===== src/rtl/cam_pkg.sv =====
`default_nettype none
// ============================================================================
//  Module      : cam_pkg
//  Description : Shared constants and FSM state encoding for the camera
//                frame-capture sequencer (QQVGA geometry, DP-RAM sizing).
//  Revision    : 1.0  initial release
// ============================================================================
package cam_pkg;

  localparam int AW           = 15;   // DP_RAM address width
  localparam int CAM_SCREEN_X = 160;  // pixels per line
  localparam int CAM_SCREEN_Y = 120;  // lines per frame
  localparam int IMA_SIZ      = CAM_SCREEN_X * CAM_SCREEN_Y;

  typedef enum logic [1:0] {
    ST_IDLE = 2'd0,
    ST_ARM  = 2'd1,
    ST_CAPT = 2'd2,
    ST_DONE = 2'd3
  } state_t;

endpackage
`default_nettype wire


===== src/rtl/cam_edge_det.sv =====
`default_nettype none
// ============================================================================
//  Module      : cam_edge_det
//  Description : Registered edge detector. Keeps a one-cycle delayed copy of
//                i_sig and produces a one-cycle pulse on the selected edge.
//  Ports       : clk, rst      clock / synchronous active-high reset
//                i_sig         level input (synchronous to clk)
//                o_pulse       high for one cycle on the selected edge
//  Parameters  : FALL          0 = rising-edge pulse, 1 = falling-edge pulse
//  Revision    : 1.0  initial release
// ============================================================================
module cam_edge_det #(
  parameter bit FALL = 1'b0
) (
  input  logic clk,
  input  logic rst,
  input  logic i_sig,
  output logic o_pulse
);

  logic r_q;

  always_ff @(posedge clk) begin
    if (rst) r_q <= 1'b0;
    else     r_q <= i_sig;
  end

  generate
    if (FALL) begin : g_fall
      assign o_pulse = r_q & ~i_sig;
    end else begin : g_rise
      assign o_pulse = i_sig & ~r_q;
    end
  endgenerate

endmodule
`default_nettype wire


===== src/rtl/cam_capture_ctrl.sv =====
`default_nettype none
// ============================================================================
//  Module      : cam_capture_ctrl
//  Description : Frame-capture sequencer between cam_read and buffer_ram_dp.
//                Gates the pixel write-enable so only whole frames reach the
//                buffer, supports single-shot / continuous capture and checks
//                line and pixel counts against the expected geometry.
//  Ports       : clk, rst        pixel clock / synchronous active-high reset
//                start, stop     capture request / abort-finish request
//                continuous      re-arm after each frame when high
//                CAM_vsync/href  camera sync signals
//                regW_in,addr_in pixel strobe and address from cam_read
//                DP_RAM_regW     gated write-enable to the frame buffer
//                capt_busy       high while armed or capturing
//                frame_done      one-cycle pulse per completed frame
//                line_err        sticky geometry error, cleared on start
//                frame_cnt       completed-frame counter
//  Config      : CAPT_STATS_EN   defined   -> frame_cnt counts frames
//                                undefined -> frame_cnt tied to zero
//  Revision    : 1.0  initial release
// ============================================================================
module cam_capture_ctrl #(
  parameter int AW           = cam_pkg::AW,
  parameter int CAM_SCREEN_X = cam_pkg::CAM_SCREEN_X,
  parameter int CAM_SCREEN_Y = cam_pkg::CAM_SCREEN_Y
) (
  input  logic          clk,
  input  logic          rst,
  input  logic          start,
  input  logic          stop,
  input  logic          continuous,
  input  logic          CAM_vsync,
  input  logic          CAM_href,
  input  logic          regW_in,
  input  logic [AW-1:0] addr_in,
  output logic          DP_RAM_regW,
  output logic          capt_busy,
  output logic          frame_done,
  output logic          line_err,
  output logic [15:0]   frame_cnt
);
  import cam_pkg::state_t;
  import cam_pkg::ST_IDLE;
  import cam_pkg::ST_ARM;
  import cam_pkg::ST_CAPT;
  import cam_pkg::ST_DONE;

  localparam logic [AW:0] c_ima_siz = (AW+1)'(CAM_SCREEN_X * CAM_SCREEN_Y);
  localparam logic [8:0]  c_px_line = 9'(CAM_SCREEN_X);
  localparam logic [6:0]  c_lines   = 7'(CAM_SCREEN_Y);

  state_t     r_state, w_state_nxt;
  logic       r_stop_pend;
  logic       r_line_err;
  logic [7:0] r_px_cnt;
  logic [6:0] r_line_cnt;

  logic       w_vs_rise, w_vs_fall, w_hr_fall;
  logic       w_in_capt, w_addr_ok, w_wr, w_start_ok;
  logic [8:0] w_px_line;

  cam_edge_det #(.FALL(1'b0)) u_vs_rise (.clk(clk), .rst(rst), .i_sig(CAM_vsync), .o_pulse(w_vs_rise));
  cam_edge_det #(.FALL(1'b1)) u_vs_fall (.clk(clk), .rst(rst), .i_sig(CAM_vsync), .o_pulse(w_vs_fall));
  cam_edge_det #(.FALL(1'b1)) u_hr_fall (.clk(clk), .rst(rst), .i_sig(CAM_href),  .o_pulse(w_hr_fall));

  assign w_in_capt  = (r_state == ST_CAPT);
  assign w_addr_ok  = ({1'b0, addr_in} < c_ima_siz);
  assign w_wr       = regW_in & w_in_capt & w_addr_ok;
  assign w_start_ok = (r_state == ST_IDLE) & start & ~stop;
  // Pixel total of the line including a write landing on the href-fall cycle.
  assign w_px_line  = {1'b0, r_px_cnt} + {8'd0, w_wr};

  assign DP_RAM_regW = w_wr;
  assign capt_busy   = (r_state == ST_ARM) | (r_state == ST_CAPT);
  assign frame_done  = (r_state == ST_DONE);
  assign line_err    = r_line_err;

  always_comb begin
    w_state_nxt = r_state;
    case (r_state)
      ST_IDLE: if (start && !stop) w_state_nxt = ST_ARM;
      ST_ARM: begin
        if (stop)           w_state_nxt = ST_IDLE;
        else if (w_vs_fall) w_state_nxt = ST_CAPT;
      end
      // A frame in progress always completes; stop only prevents re-arming.
      ST_CAPT: if (w_vs_rise || (r_line_cnt == c_lines)) w_state_nxt = ST_DONE;
      ST_DONE: begin
        if (continuous && !r_stop_pend && !stop) w_state_nxt = ST_ARM;
        else                                     w_state_nxt = ST_IDLE;
      end
      default: w_state_nxt = ST_IDLE;
    endcase
  end

  always_ff @(posedge clk) begin
    if (rst) begin
      r_state     <= ST_IDLE;
      r_stop_pend <= 1'b0;
      r_line_err  <= 1'b0;
      r_px_cnt    <= 8'd0;
      r_line_cnt  <= 7'd0;
    end else begin
      r_state <= w_state_nxt;

      if (w_state_nxt == ST_IDLE)  r_stop_pend <= 1'b0;
      else if (stop && w_in_capt)  r_stop_pend <= 1'b1;

      if (w_start_ok) begin
        r_line_err <= 1'b0;
      end else if (w_in_capt) begin
        if ((regW_in && !w_addr_ok) ||
            (w_hr_fall && (w_px_line != c_px_line)) ||
            (w_vs_rise && (r_line_cnt < c_lines)))
          r_line_err <= 1'b1;
      end

      if ((r_state == ST_ARM) && w_vs_fall && !stop) begin
        r_px_cnt   <= 8'd0;
        r_line_cnt <= 7'd0;
      end else if (w_in_capt) begin
        if (w_hr_fall) begin
          r_px_cnt   <= 8'd0;
          r_line_cnt <= r_line_cnt + 7'd1;
        end else if (w_wr) begin
          r_px_cnt   <= r_px_cnt + 8'd1;
        end
      end
    end
  end

`ifdef CAPT_STATS_EN
  logic [15:0] r_frame_cnt;

  always_ff @(posedge clk) begin
    if (rst)                     r_frame_cnt <= 16'd0;
    else if (r_state == ST_DONE) r_frame_cnt <= r_frame_cnt + 16'd1;
  end

  assign frame_cnt = r_frame_cnt;
`else
  assign frame_cnt = 16'd0;
`endif

endmodule
`default_nettype wire


===== config.mk =====
export PLATFORM = sky130hd
export DESIGN_NAME = cam_capture_ctrl
export DESIGN_NICKNAME = d
export VERILOG_FILES = /design/src/rtl/cam_pkg.sv /design/src/rtl/cam_edge_det.sv /design/src/rtl/cam_capture_ctrl.sv
export SDC_FILE = /design/constraint.sdc
export NUM_CORES = 1
export LEC_CHECK = 0
export BUFFER_PORTS_ARGS = -buffer_cell sky130_fd_sc_hd__buf_2
export CORE_MARGIN = 4
export CORE_UTILIZATION = 45
export CTS_CLUSTER_SIZE = 30
export DETAILED_ROUTE_END_ITERATION = 7
export PLACE_DENSITY = 0.72
export SYNTH_ARGS = -nofsm -noshare
export SYNTH_HDL_FRONTEND = slang
export SYNTH_HIERARCHICAL = 1
export SYNTH_SLANG_ARGS = --single-unit

===== constraint.sdc =====
create_clock -name clk -period 4.1 [get_ports clk]
set_clock_uncertainty 0.05 [all_clocks]
set_input_delay 0.615 -clock clk [delete_from_list [all_inputs] [get_ports clk]]
set_output_delay 0.615 -clock clk [all_outputs]
set_load 0.03 [all_outputs]

# After elaboration in Yosys (flattened, before gate mapping)
# Cells that the tools add are included.
[word_totals]
ram_bits = 0
output_inout_bits = 20
input_bits = 23
mem_bits_ro = 0
n_memories = 0
ff_bits = 21
latchBits = 0
wordCells = 61
[classes]
bitwise_logic = 12
multipliers = 0
shift = 0
n_div = 0
reduce_logical = 24
n_lt_le_gt_ge = 2
n_eq_ne = 5
n_mux = 8
addsub = 3
[ops]
columns = ["op", "count"]
rows = [
  ["$mux W8", 2],
  ["$lt A15 B15 Y1 const B", 1],
  ["$add A8 B1 Y9", 1],
  ["$logic_and A1 B1 Y1", 9],
  ["$ne A9 B8 Y1 const B", 1],
  ["$add A8 B1 Y8 const B", 1],
  ["$mux W2", 4],
  ["$pmux W2 S4", 1],
  ["$add A7 B1 Y7 const B", 1],
  ["$and A1 B1 Y1", 7],
  ["$eq A7 B7 Y1 const B", 1],
  ["$lt A7 B7 Y1 const B", 1],
  ["$reduce_and A2 Y1", 3],
  ["$reduce_or A2 Y1", 3],
  ["$eq A2 B2 Y1 const B", 2],
  ["$logic_not A2 Y1", 2],
  ["$not A1 Y1", 4],
  ["$logic_not A1 Y1", 3],
  ["$logic_or A1 B1 Y1", 3],
  ["$eq A2 B1 Y1 const B", 1],
  ["$reduce_bool A2 Y1", 1],
  ["$mux W1", 1],
  ["$or A1 B1 Y1", 1],
]

# Longest topological paths before layout
# Gate-level depths: netlist of run 1.
[logic_depth]
depth_word = 9
depth_mapped = 11
mapped_depth_nobuf = 10

# By module
# Netlist of run 1, hierarchy kept.
[by_module_without_submodules]
columns = ["module", "cells_each", "area_per_inst_um2", "n_inst", "seq_area_each_um2"]
rows = [
  ["cam_capture_ctrl", 151, 1265.0, 1, 380.4],
  ["cam_edge_det at u_hr_fall ...", 3, 35.0, 2, 20.0],
  ["cam_edge_det at u_vs_rise", 3, 47.5, 1, 20.0],
]

# Worst setup path after synthesis of run 1
# OpenSTA, ideal clock, no wires.
[synth_path]
kind = "input to register"
start = "input port addr_in[10]"
end = "register r_line_err (netlist: line_err)"
required_ps = 3930
path_stages = 10
setup_slack_ps = 919
path_buffers = 1
arrival_time_ps = 3011
setup_time_ps = 120
path_cell_list = "a211oi_2 -> a21boi_2 -> buf_2 -> nor2_1 -> ha_1 -> ha_1 -> or4b_1 -> a221oi_1 -> o21a_1 -> a21oi_1"
[synth_via]
elab_chain_len = 8
word_cells_on_any_way = 10
cone_classes = "1 x add/sub; 1 x order compare; 1 x eq/ne; 1 x bitwise; 6 x reduce/logical"
[synth_lines]
columns = ["item", "line_no", "rtl"]
rows = [
  ["start: declaration", "cam_capture_ctrl.sv:35", "input logic [AW-1:0] addr_in,"],
  ["$lt A15 B15 Y1", "cam_capture_ctrl.sv:67", "assign w_addr_ok = ({1'b0, addr_in} < c_ima_siz);"],
  ["$and A1 B1 Y1", "cam_capture_ctrl.sv:68", "assign w_wr = regW_in & w_in_capt & w_addr_ok;"],
  ["named net DP_RAM_regW", "cam_capture_ctrl.sv:36", "output logic DP_RAM_regW,"],
  ["$add A8 B1 Y9", "cam_capture_ctrl.sv:71", "assign w_px_line = {1'b0, r_px_cnt} + {8'd0, w_wr};"],
  ["$ne A9 B8 Y1", "cam_capture_ctrl.sv:113", "(w_hr_fall && (w_px_line != c_px_line)) ||"],
  ["$logic_and A1 B1 Y1", "cam_capture_ctrl.sv:113", ""],
  ["$logic_or A1 B1 Y1", "cam_capture_ctrl.sv:112", "if ((regW_in && !w_addr_ok) ||"],
  ["$logic_or A1 B1 Y1", "cam_capture_ctrl.sv:113", ""],
  ["$reduce_and A2 Y1 (no source line)", "--", ""],
  ["end signal: assignment", "cam_capture_ctrl.sv:100", "r_line_err <= 1'b0;"],
  ["end signal: assignment", "cam_capture_ctrl.sv:110", "r_line_err <= 1'b0;"],
  ["end signal: assignment", "cam_capture_ctrl.sv:115", "r_line_err <= 1'b1;"],
  ["end: declaration", "cam_capture_ctrl.sv:54", "logic r_line_err;"],
]
# The timed path passes the listed nets, and every way through them passes these cells.
# A chain may end at the register's enable or synchronous reset.

# Final worst setup path of run 1
[layout_path]
start = "register r_state[0]"
end = "register r_line_err (netlist: line_err)"
[layout_via]
elab_chain_len = 9
word_cells_on_any_way = 13
cone_classes = "1 x add/sub; 2 x eq/ne; 4 x bitwise; 6 x reduce/logical"
[layout_lines]
columns = ["item", "line_no", "rtl"]
rows = [
  ["start: declaration", "cam_capture_ctrl.sv:52", "state_t r_state, w_state_nxt;"],
  ["start signal: assignment", "cam_capture_ctrl.sv:104", "r_state <= w_state_nxt;"],
  ["$eq A2 B2 Y1", "cam_capture_ctrl.sv:66", "assign w_in_capt = (r_state == ST_CAPT);"],
  ["$and A1 B1 Y1 (2 in series)", "cam_capture_ctrl.sv:68", ""],
  ["$add A8 B1 Y9", "cam_capture_ctrl.sv:71", ""],
  ["$ne A9 B8 Y1", "cam_capture_ctrl.sv:113", ""],
  ["$logic_and A1 B1 Y1", "cam_capture_ctrl.sv:113", ""],
  ["$logic_or A1 B1 Y1", "cam_capture_ctrl.sv:112", ""],
  ["$logic_or A1 B1 Y1", "cam_capture_ctrl.sv:113", ""],
  ["$reduce_and A2 Y1 (no source line)", "--", ""],
]
# Several ways; a longest one is shown, not always the timed one.

==> reports/metrics.csv, run 1 <==
stage,metric,value,unit
timing,rsz0062_at_grt,false,
worst_setup_path,crit_top_cell,ha_1,
timing,hold_viol,0,
clocking,post_cts_resized,0,
worst_setup_path,end_kind,flop,
synthesis,synthSimpleGateAreaFrac,0.253,
timing,fin_crit,3.02,ns
timing,finalSetupViolations,0,
worst_setup_path,critical_path_peak_fanout,17,
final_layout,layout.nets,211,
timing,relSlewSlack,0.653,
synthesis,synth_cells,160,
clocking,cts_tree,done,
clocking,cts_buffers,3,
timing,fin_crit_sh,0.737,
final_layout,mostFrequentLayoutCell,dfxtp_1,
timing,final-max-slew-violation-count,0,
timing,hold_slack,0.460,ns
placed_design,portBuffers,18,
synthesis,synthMuxAreaShare,0,
power_and_ir_drop,ir_drop,0.175,mV
clocking,cts-root-buf,clkbuf_4,
drt,drt_iter0_drc,83,
worst_setup_path,worstRegToRegCells,10,
worst_setup_path,cp.arrival,3.18,ns
drt,drc,0,
floorplan,die_x,63.4,µm
worst_setup_path,critPathRequiredTime,4.26,ns
final_layout,layout_common_cells,"22 x dfxtp_1, 18 x buf_2, 16 x conb_1",
clocking,clkLatencyLatePin,0.31,ns
timing,max_freq,331,MHz
worst_setup_path,critical_path_class,flop to flop,
synthesis,yosysWarnings,6,
job,cap_violations,0,
synthesis,synth_compound_area_frac,0.176,
drt,dr_total_vias,1161,
worst_setup_path,path_cells,"inv_1, ha_1, nand2_1, nor2_1, ha_1, ha_1, or4b_1, a221oi_1, o21a_1, a21oi_1",
synthesis,ys_seq_elements,22,
final_layout,stdcell_count,207,
worst_setup_path,r2r-start,r_state[0]$_SDFF_PP0_,
synthesis,synth_xor_xnor_area_share,0.0380,
synthesis,synth_top_area_cell,dfxtp_1,
floorplan,core_area,2850,µm²
drt,firstDrtPassIters,4,
global_routing,antenna_found_initial,0,
global_routing,grt_max_degree,19,
clocking,htreeDepth,1,
global_routing,grt-ovfl-total,0,
final_layout,stdcell_area,1460,µm²
worst_hold_path,min_from,r_px_cnt[7]$_SDFFE_PP0P_,
power_and_ir_drop,p_per_area,268,nW/µm²
drt,routedWlPerCell,13.4,µm
synthesis,ys_top_cells_by_area,"dfxtp_1 32%, ha_1 9.0%, buf_4 8.7%, o31ai_1 4.3%, or4_1 3.8%",
global_routing,grt_pass1_wl,4.83,mm
timing,worst_pin_slew,0.520,ns
power_and_ir_drop,leakagePower,0.604,nW
drt,routed_wirelength,2.77,mm
power_and_ir_drop,cellInternalPower,0.273,mW
final_layout,area_growth,5.43,%
floorplan,rows,19,
floorplan,start_util,0.485,
status,status,"complete, no violations",
worst_setup_path,slowest_delay,0.51,ns
placed_design,post-dp-hpwl,2.13,mm
placed_design,dpl.cell_count,204,
final_layout,diodes,0,
synthesis,synth_top_family_by_area,simple AND/OR/NAND/NOR gates,
worst_hold_path,min_path_cells,2,
placed_design,dpl_cell_area,1440,µm²
power_and_ir_drop,power,0.390,mW
worst_hold_path,hold_path.class,flop to flop,
clocking,cts_hold_repair.buffers,0,
floorplan,die_h,63.4,µm
clocking,cts.sinks,22,
clocking,clock_path_buffers,2,
clocking,cts_post_setup_buffers_inserted,0,
worst_setup_path,critPathBufInv,1,
global_routing,grt_use_total,0.147,
synthesis,netlist_area,1380,µm²
power_and_ir_drop,p_clk_frac,0.255,
final_layout,drive_gt1_frac,0.176,
clocking,path_clk_slew,0.12,ns
timing,tns,0,ns
synthesis,synth-seq-area-share,0.319,
drt,postRouteAntennaNets,0,
synthesis,ys_types,41,
worst_setup_path,reg2reg_to,line_err$_SDFFE_PP0P_,
floorplan,fp.dieArea,4020,µm²
power_and_ir_drop,switchingPower,0.117,mW
drt,routed_via_density,5.61,
worst_setup_path,reg2reg_setup_slack,1.08,ns
synthesis,synth_top_area_share,0.319,
power_and_ir_drop,swShare,0.300,
worst_setup_path,worstSetupStartpointType,flop,
synthesis,synthAdderAreaFrac,0.0905,
worst_setup_path,cpMaxStageDelayCell,or4b_1,
power_and_ir_drop,seq_power_share,0.565,
floorplan,ioPinCount,43,
global_routing,grt_pass1_vias,1109,
synthesis,syn_area_per_cell,8.64,µm²
worst_setup_path,crit_family,simple AND/OR/NAND/NOR gates,
placed_design,globalplace.congestion,0.769,
power_and_ir_drop,combPwrFrac,0.181,
worst_hold_path,whs_endpoint,r_px_cnt[7]$_SDFFE_PP0P_,
[registers in the layout (all words and copies together) (netlist names)]
name	cells
line_err	1
u_hr_fall/r_q	1
u_vs_fall/r_q	1
r_line_cnt	7
r_px_cnt	8
r_state	2
u_vs_rise/r_q	1
r_stop_pend	1
[worst max-delay path by stage]
stage / start / endpoint / slack, ns / cells past startpoint
after global routing: r_state[0]$_SDFF_PP0_ / line_err$_SDFFE_PP0P_ / 0.82 / 10
after CTS: r_state[0]$_SDFF_PP0_ / line_err$_SDFFE_PP0P_ / 1.07 / 10
after floorplan: addr_in[10] / line_err$_SDFFE_PP0P_ / 0.92 / 10
after detailed placement: r_state[0]$_SDFF_PP0_ / line_err$_SDFFE_PP0P_ / 1.10 / 10
after global placement: addr_in[10] / line_err$_SDFFE_PP0P_ / 1.16 / 11
final: r_state[0]$_SDFF_PP0_ / line_err$_SDFFE_PP0P_ / 1.08 / 10
[synthesized netlist by cell type]
cell / instances
nor4b_1: 2
nand4_1: 5
a21boi_2: 1
o21a_1: 1
o41a_1: 1
clkbuf_1: 3
nand2b_1: 1
xnor2_1: 1
ha_1: 10
o21ba_2: 2
a211o_1: 1
nand3_1: 8
nor2b_4: 2
and4_1: 1
a31oi_1: 2
or2_2: 1
dfxtp_1: 22
o21ai_0: 3
or4_1: 7
and2_1: 1
nor2_1: 10
buf_1: 1
o211a_1: 1
a211oi_2: 1
inv_1: 7
buf_4: 16
nand2_1: 9
o31ai_1: 8
a32oi_1: 1
and3_1: 5
o211ai_1: 1
a21oi_1: 10
nor2b_1: 2
or4b_1: 1
xor2_1: 5
nor2b_2: 2
or3_1: 1
buf_2: 1
a221oi_1: 1
nor3_1: 1
conb_1: 1
[routing by layer]
metal,up-vias,share of wire,GRT usage
met5,-,0,0
met4,0,0.016,0.0512
met3,6,0.062,0.0480
met2,38,0.49,0.246
met1,539,0.43,0.174
li1,578,-,-
[cell families after synthesis]
kind of cell,count (synthesis)
other,1
buffers and inverters,28
flip-flops,22
adder cells (fa/ha/maj),10
AO/OA/AOI/OAI,34
AND/OR/NAND/NOR,59
XOR/XNOR,6
[power groups by stage]
stage               Sequential [mW]  Clock [mW]  Combinational, mW
detailed placement            0.225           0             0.0698
global route                  0.221       0.117             0.0774
CTS                           0.220       0.103             0.0700
global placement              0.225           0             0.0672
finish                        0.220      0.0993             0.0705
floorplan                     0.225           0             0.0645
[final cells by class]
| cell class | instances | area, µm² |
|---|---|---|
| inverter | 7 | 26.3 |
| fill | 286 | 1400 |
| tap | 31 | 38.8 |
| clock buffer | 3 | 22.5 |
| multi-input combinational | 125 | 832 |
| sequential | 22 | 440 |
| timing repair buffer | 19 | 97.6 |
[tightest hold or removal path, delay by kind of cell, from the launching register on]
family	cells	cell delay, ns
AOI/OAI and AO/OA	2	0.13
DFF	1	0.34
[stage by stage]
| step | setup slack (ns) | utilization |
|---|---|---|
| 2_1_floorplan | 0.919 | - |
| 3_3_place_gp | 1.16 | 0.503 |
| 3_5_place_dp | 1.10 | 0.503 |
| 4_1_cts | 1.07 | 0.511 |
| 5_1_grt | 0.818 | 0.511 |
| 6_report | 1.08 | 0.511 |
(Power assumes the default switching activity.)
==> run 2: changes to the inputs <==
- PLACE_DENSITY: 0.72 -> 0.74
- clock period: 4.1 -> 2.6 ns (I/O delays scaled with it)
==> reports/metrics.csv, run 2 (synthesized netlist as in run 1, its figures left out) <==
stage,metric,value,unit,change
status,status,"complete, no violations",,
drt,routed_via_density,5.56,,-0.82%
clocking,htreeDepth,1,,unchanged
power_and_ir_drop,p_per_area,408,nW/µm²,+52%
floorplan,start_util,0.485,,unchanged
worst_hold_path,min_from,CAM_href,,
global_routing,grt_pass1_wl,4.64,mm,-3.9%
worst_setup_path,end_kind,flop,,
clocking,path_clk_slew,0.12,ns,about the same
drt,routed_wirelength,2.79,mm,+0.83%
timing,worst_pin_slew,0.525,ns,+0.00512 ns
worst_setup_path,cpMaxStageDelayCell,or4b_1,,
worst_setup_path,crit_top_cell,ha_4,,
timing,tns,0,ns,unchanged
placed_design,portBuffers,18,,unchanged
floorplan,fp.dieArea,4020,µm²,unchanged
worst_setup_path,worstSetupPathDepth,10,,unchanged
worst_setup_path,critical_path_peak_fanout,8,,-9
clocking,cts.sinks,22,,unchanged
drt,routedWlPerCell,13.4,µm,+0.35%
worst_setup_path,r2r-start,r_state[0]$_SDFF_PP0_,,
clocking,cts_tree,done,,
power_and_ir_drop,seq_power_share,0.571,,+0.006
worst_setup_path,critPathBufInv,1,,unchanged
final_layout,regArea,440,µm²,unchanged
final_layout,drive_gt1_frac,0.203,,+0.0273
timing,final-max-slew-violation-count,0,,unchanged
timing,fin_crit_sh,0.939,,+0.202
global_routing,grt_use_total,0.140,,-0.00662
clocking,cts-root-buf,clkbuf_4,,
power_and_ir_drop,combPwrFrac,0.185,,+0.004
floorplan,core_area,2850,µm²,unchanged
power_and_ir_drop,ir_drop,0.213,mV,+22%
clocking,cts_post_setup_buffers_inserted,0,,unchanged
final_layout,diodes,0,,unchanged
floorplan,ioPinCount,43,,unchanged
final_layout,top_register,r_px_cnt,,
power_and_ir_drop,p_clk_frac,0.245,,-0.010
placed_design,globalplace.congestion,0.840,,+9.3%
timing,relSlewSlack,0.649,,-0.00342
final_layout,largest_reg_flops,8,,unchanged
final_layout,layout_common_cells,"22 x dfxtp_1, 18 x buf_2, 16 x conb_1",,
final_layout,stdcell_area,1500,µm²,+2.7%
timing,worst_slack,0.158,ns,-0.918 ns
floorplan,rows,19,,unchanged
timing,rsz0062_at_grt,false,,
final_layout,n_fill_cell,286,,unchanged
worst_setup_path,slowest_delay,0.50,ns,about the same
power_and_ir_drop,power,0.611,mW,+57%
final_layout,area_growth,8.33,%,
drt,firstDrtPassIters,4,,unchanged
worst_setup_path,timing.critical_path.from,r_state[0]$_SDFF_PP0_,,
drt,dr_total_vias,1157,,-0.34%
global_routing,grt_max_degree,18,,-1
global_routing,antenna_found_initial,0,,unchanged
worst_setup_path,critPathRequiredTime,2.75,ns,-1.51 ns
timing,hold_viol,0,,unchanged
placed_design,post-dp-hpwl,2.18,mm,+2.1%
final_layout,reg_top3,"r_px_cnt: 8 flops, r_line_cnt: 7 flops, r_state: 2 flops",,
worst_hold_path,hold_path.class,primary input to flop,,
final_layout,stdcell_count,208,,+0.48%
drt,drc,0,,unchanged
worst_setup_path,worstSetupStartpointType,flop,,
power_and_ir_drop,swShare,0.294,,-0.00622
power_and_ir_drop,cellInternalPower,0.431,mW,+58%
timing,fin_crit,2.44,ns,-0.582 ns
clocking,clock_path_buffers,2,,unchanged
drt,drt_iter0_drc,41,,-51%
power_and_ir_drop,leakagePower,0.604,nW,about the same
final_layout,multiInputGateArea,865,µm²,+3.9%
clocking,clkLatencyLatePin,0.30,ns,about the same
worst_setup_path,crit_family,simple AND/OR/NAND/NOR gates,,
floorplan,die_x,63.4,µm,unchanged
worst_hold_path,min_path_cells,2,,unchanged
clocking,cts_buffers,3,,unchanged
clocking,cts_hold_repair.buffers,0,,unchanged
worst_setup_path,critical_path_class,flop to flop,,
final_layout,mostFrequentLayoutCell,dfxtp_1,,
placed_design,dpl.cell_count,205,,+0.49%
power_and_ir_drop,switchingPower,0.179,mW,+53%
job,cap_violations,0,,unchanged
drt,postRouteAntennaNets,0,,unchanged
timing,max_freq,410,MHz,+24%
worst_setup_path,cp.arrival,2.59,ns,-0.59 ns
worst_setup_path,path_cells,"inv_2, ha_4, nand2_1, nor2_4, ha_4, ha_1, or4b_1, a221oi_1, o21a_1, a21oi_1",,
floorplan,die_h,63.4,µm,unchanged
final_layout,layout.nets,212,,+0.47%
timing,finalSetupViolations,0,,unchanged
global_routing,grt_pass1_vias,1049,,-5.4%
placed_design,dpl_cell_area,1480,µm²,+2.8%
placed_design,pre_cts_ws,0.116,ns,-0.979 ns
clocking,post_cts_resized,0,,unchanged
worst_setup_path,worstRegToRegCells,10,,unchanged
global_routing,grt-ovfl-total,0,,unchanged
-- run 2: cell types whose count changed in the layout (fill, tap and decap cells not counted), sizes merged --
cell | before | now
buf | 19 | 20
-- run 2: worst reg2reg max path, cell delays in order (launching register included) --
cell	delay [ns]
dfxtp_1	0.43
inv_2	0.10
ha_4	0.20
nand2_1	0.13
nor2_4	0.06
ha_4	0.16
ha_1	0.26
or4b_1	0.50
a221oi_1	0.25
o21a_1	0.15
a21oi_1	0.05
-- run 2: layer usage --
layer	up-vias	wire length, µm	track usage
met5	-	0	0
met4	0	18	0.0485
met3	2	150	0.0284
met2	40	1400	0.252
met1	529	1220	0.164
li1	586	-	-
-- run 2: per-stage QoR --
| stage | hold WS, ns | util |
|---|---|---|
| global route | 0.242 | 0.525 |
| floorplan | 0.397 | - |
| global placement | 0.414 | 0.517 |
| CTS | 0.246 | 0.525 |
| finish | 0.257 | 0.525 |
| detailed placement | 0.422 | 0.517 |
-- run 2: final cells by class --
type / count / share of cell area
multi-input combinational: 125 / 0.577
timing repair buffer: 20 / 0.0702
sequential: 22 / 0.294
tap: 31 / 0.0259
inverter: 7 / 0.0175
clock buffer: 3 / 0.0150
-- run 2: power groups by stage --
stage	logic, mW	clock network (mW)	registers (mW)
3_3_place_gp	0.109	0	0.355
3_5_place_dp	0.112	0	0.356
2_1_floorplan	0.104	0	0.355
6_report	0.113	0.149	0.348
5_1_grt	0.122	0.175	0.349
4_1_cts	0.113	0.159	0.349
-- run 2: path summary, 6_finish.rpt --
check        slack, ns                  endpoint
max reg2reg       0.16     line_err$_SDFFE_PP0P_
min reg2reg       0.44  r_px_cnt[7]$_SDFFE_PP0P_
min               0.26  u_hr_fall/r_q$_SDFF_PP0_
max               0.16     line_err$_SDFFE_PP0P_
==> run 3: changes to the inputs <==
--- a/constraint.sdc
+++ b/constraint.sdc
@@ -4,2 +4,2 @@
 set_output_delay 0.39 -clock clk [all_outputs]
-set_load 0.03 [all_outputs]
+set_load 0.05 [all_outputs]
==> reports/metrics.csv, run 3 (synthesized netlist as in run 1, its figures left out) <==
stage,metric,value,unit,change
status,status,"complete, no violations",,
power_and_ir_drop,ir_drop,0.333,mV,+56%
timing,hold_viol,0,,unchanged
floorplan,die_h,63.4,µm,unchanged
floorplan,rows,19,,unchanged
timing,final-max-slew-violation-count,0,,unchanged
drt,routed_wirelength,2.82,mm,+1.2%
global_routing,grt_use_total,0.149,,+0.00847
clocking,cts_tree,done,,
clocking,htreeDepth,1,,unchanged
floorplan,ioPinCount,43,,unchanged
placed_design,globalplace.congestion,0.814,,-3.1%
worst_setup_path,critical_path_peak_fanout,8,,unchanged
global_routing,grt_use_met2,0.272,,+0.0209
global_routing,grt_pass1_vias,1141,,+8.8%
clocking,cts_buffers,3,,unchanged
final_layout,stdcell_count,209,,+0.48%
worst_setup_path,reg2reg_setup_slack,0.26,ns,+0.10 ns
worst_hold_path,min_from,CAM_href,,
power_and_ir_drop,p_per_area,491,nW/µm²,+20%
clocking,clkLatencyLatePin,0.32,ns,+0.02 ns
final_layout,largest_reg_flops,8,,unchanged
drt,drt_iter0_drc,37,,-9.8%
drt,routedWlPerCell,13.5,µm,+0.70%
global_routing,grt_max_degree,18,,unchanged
global_routing,grt-ovfl-total,0,,unchanged
worst_setup_path,critPathRequiredTime,2.78,ns,+0.03 ns
final_layout,layout_common_cells,"22 x dfxtp_1, 18 x buf_2, 16 x conb_1",,
clocking,post_cts_resized,0,,unchanged
clocking,cts-root-buf,clkbuf_4,,
timing,finalSetupViolations,0,,unchanged
worst_setup_path,end_kind,flop,,
clocking,path_clk_slew,0.14,ns,+0.02 ns
global_routing,grt_pass1_wl,4.82,mm,+3.9%
timing,max_freq,427,MHz,+4.2%
worst_hold_path,hold_path.class,primary input to flop,,
timing,fin_crit_sh,0.901,,-0.0380
timing,rsz0062_at_grt,false,,
clocking,cts_post_setup_buffers_inserted,0,,unchanged
drt,firstDrtPassIters,4,,unchanged
final_layout,drive_gt1_frac,0.225,,+0.0213
drt,dr_total_vias,1185,,+2.4%
final_layout,stdcell_area,1550,µm²,+3.4%
placed_design,portBuffers,18,,unchanged
placed_design,dpl.cell_count,205,,unchanged
final_layout,reg_top3,"r_px_cnt: 8 flops, r_line_cnt: 7 flops, r_state: 2 flops",,
global_routing,grt_most_used_layer,met2,,
placed_design,dpl_cell_area,1500,µm²,+1.4%
final_layout,area_growth,12.0,%,
clocking,clock_path_buffers,2,,unchanged
timing,relSlewSlack,0.589,,-0.0601
clocking,cts_hold_repair.buffers,0,,unchanged
timing,hold_slack,0.230,ns,-0.0277 ns
floorplan,die_x,63.4,µm,unchanged
timing,worst_pin_slew,0.615,ns,+0.0899 ns
power_and_ir_drop,power,0.761,mW,+25%
floorplan,fp.dieArea,4020,µm²,unchanged
global_routing,antenna_found_initial,0,,unchanged
floorplan,core_area,2850,µm²,unchanged
placed_design,post-dp-hpwl,2.21,mm,+1.2%
placed_design,pre_cts_ws,0.153,ns,+0.0364 ns
timing,tns,0,ns,unchanged
final_layout,top_register,r_px_cnt,,
worst_setup_path,r2r-start,r_state[1]$_SDFF_PP0_,,
drt,postRouteAntennaNets,0,,unchanged
final_layout,layout.nets,212,,unchanged
power_and_ir_drop,leakagePower,0.617,nW,+2.1%
job,cap_violations,0,,unchanged
worst_setup_path,timing.critical_path.from,r_state[1]$_SDFF_PP0_,,
global_routing,grtUsageMet3,0.0337,,+0.00533
worst_setup_path,worstSetupStartpointType,flop,,
drt,routed_via_density,5.67,,+1.9%
global_routing,met1_usage,0.163,,-0.00110
final_layout,diodes,0,,unchanged
timing,fin_crit,2.34,ns,-0.0988 ns
drt,drc,0,,unchanged
final_layout,mostFrequentLayoutCell,dfxtp_1,,
timing,worst_slack,0.257,ns,+0.0988 ns
final_layout,utilization,0.543,,+0.0180
clocking,cts.sinks,22,,unchanged
worst_setup_path,cp.arrival,2.52,ns,-0.07 ns
worst_setup_path,critical_path_class,flop to flop,,
floorplan,start_util,0.485,,unchanged
-- run 3: per-layer routing --
layer,part of all wire,routed length (µm),vias up
li1,-,-,586
met1,0.41,1150,553
met2,0.50,1430,41
met3,0.073,207,5
met4,0.015,43,0
met5,0,0,-
-- run 3: worst max-delay path: stages, from the launching register on --
cell	delay (ns)
dfxtp_1	0.46
ha_4	0.22
nand2_2	0.08
nor2_4	0.14
ha_4	0.16
ha_4	0.19
or4b_1	0.49
a221oi_2	0.25
o21a_1	0.15
a21oi_1	0.05
-- run 3: worst paths after layout --
check / cells after the start / end
hold reg to reg: 2 / r_px_cnt[6]$_SDFFE_PP0P_
hold / removal: 2 / u_hr_fall/r_q$_SDFF_PP0_
setup / recovery: 9 / line_err$_SDFFE_PP0P_
setup reg to reg: 9 / line_err$_SDFFE_PP0P_
-- run 3: cell type report --
class                      instances  area, µm²
fill                             274       1300
multi-input combinational        125        886
sequential                        22        440
timing repair buffer              20        105
tap                               31       38.8
clock inverter                     1       30.0
inverter                           7       26.3
clock buffer                       3       22.5
-- run 3: power breakdown --
group	switching, mW	internal (mW)
Sequential	0.00492	0.343
Clock	0.117	0.156
Combinational	0.104	0.0353
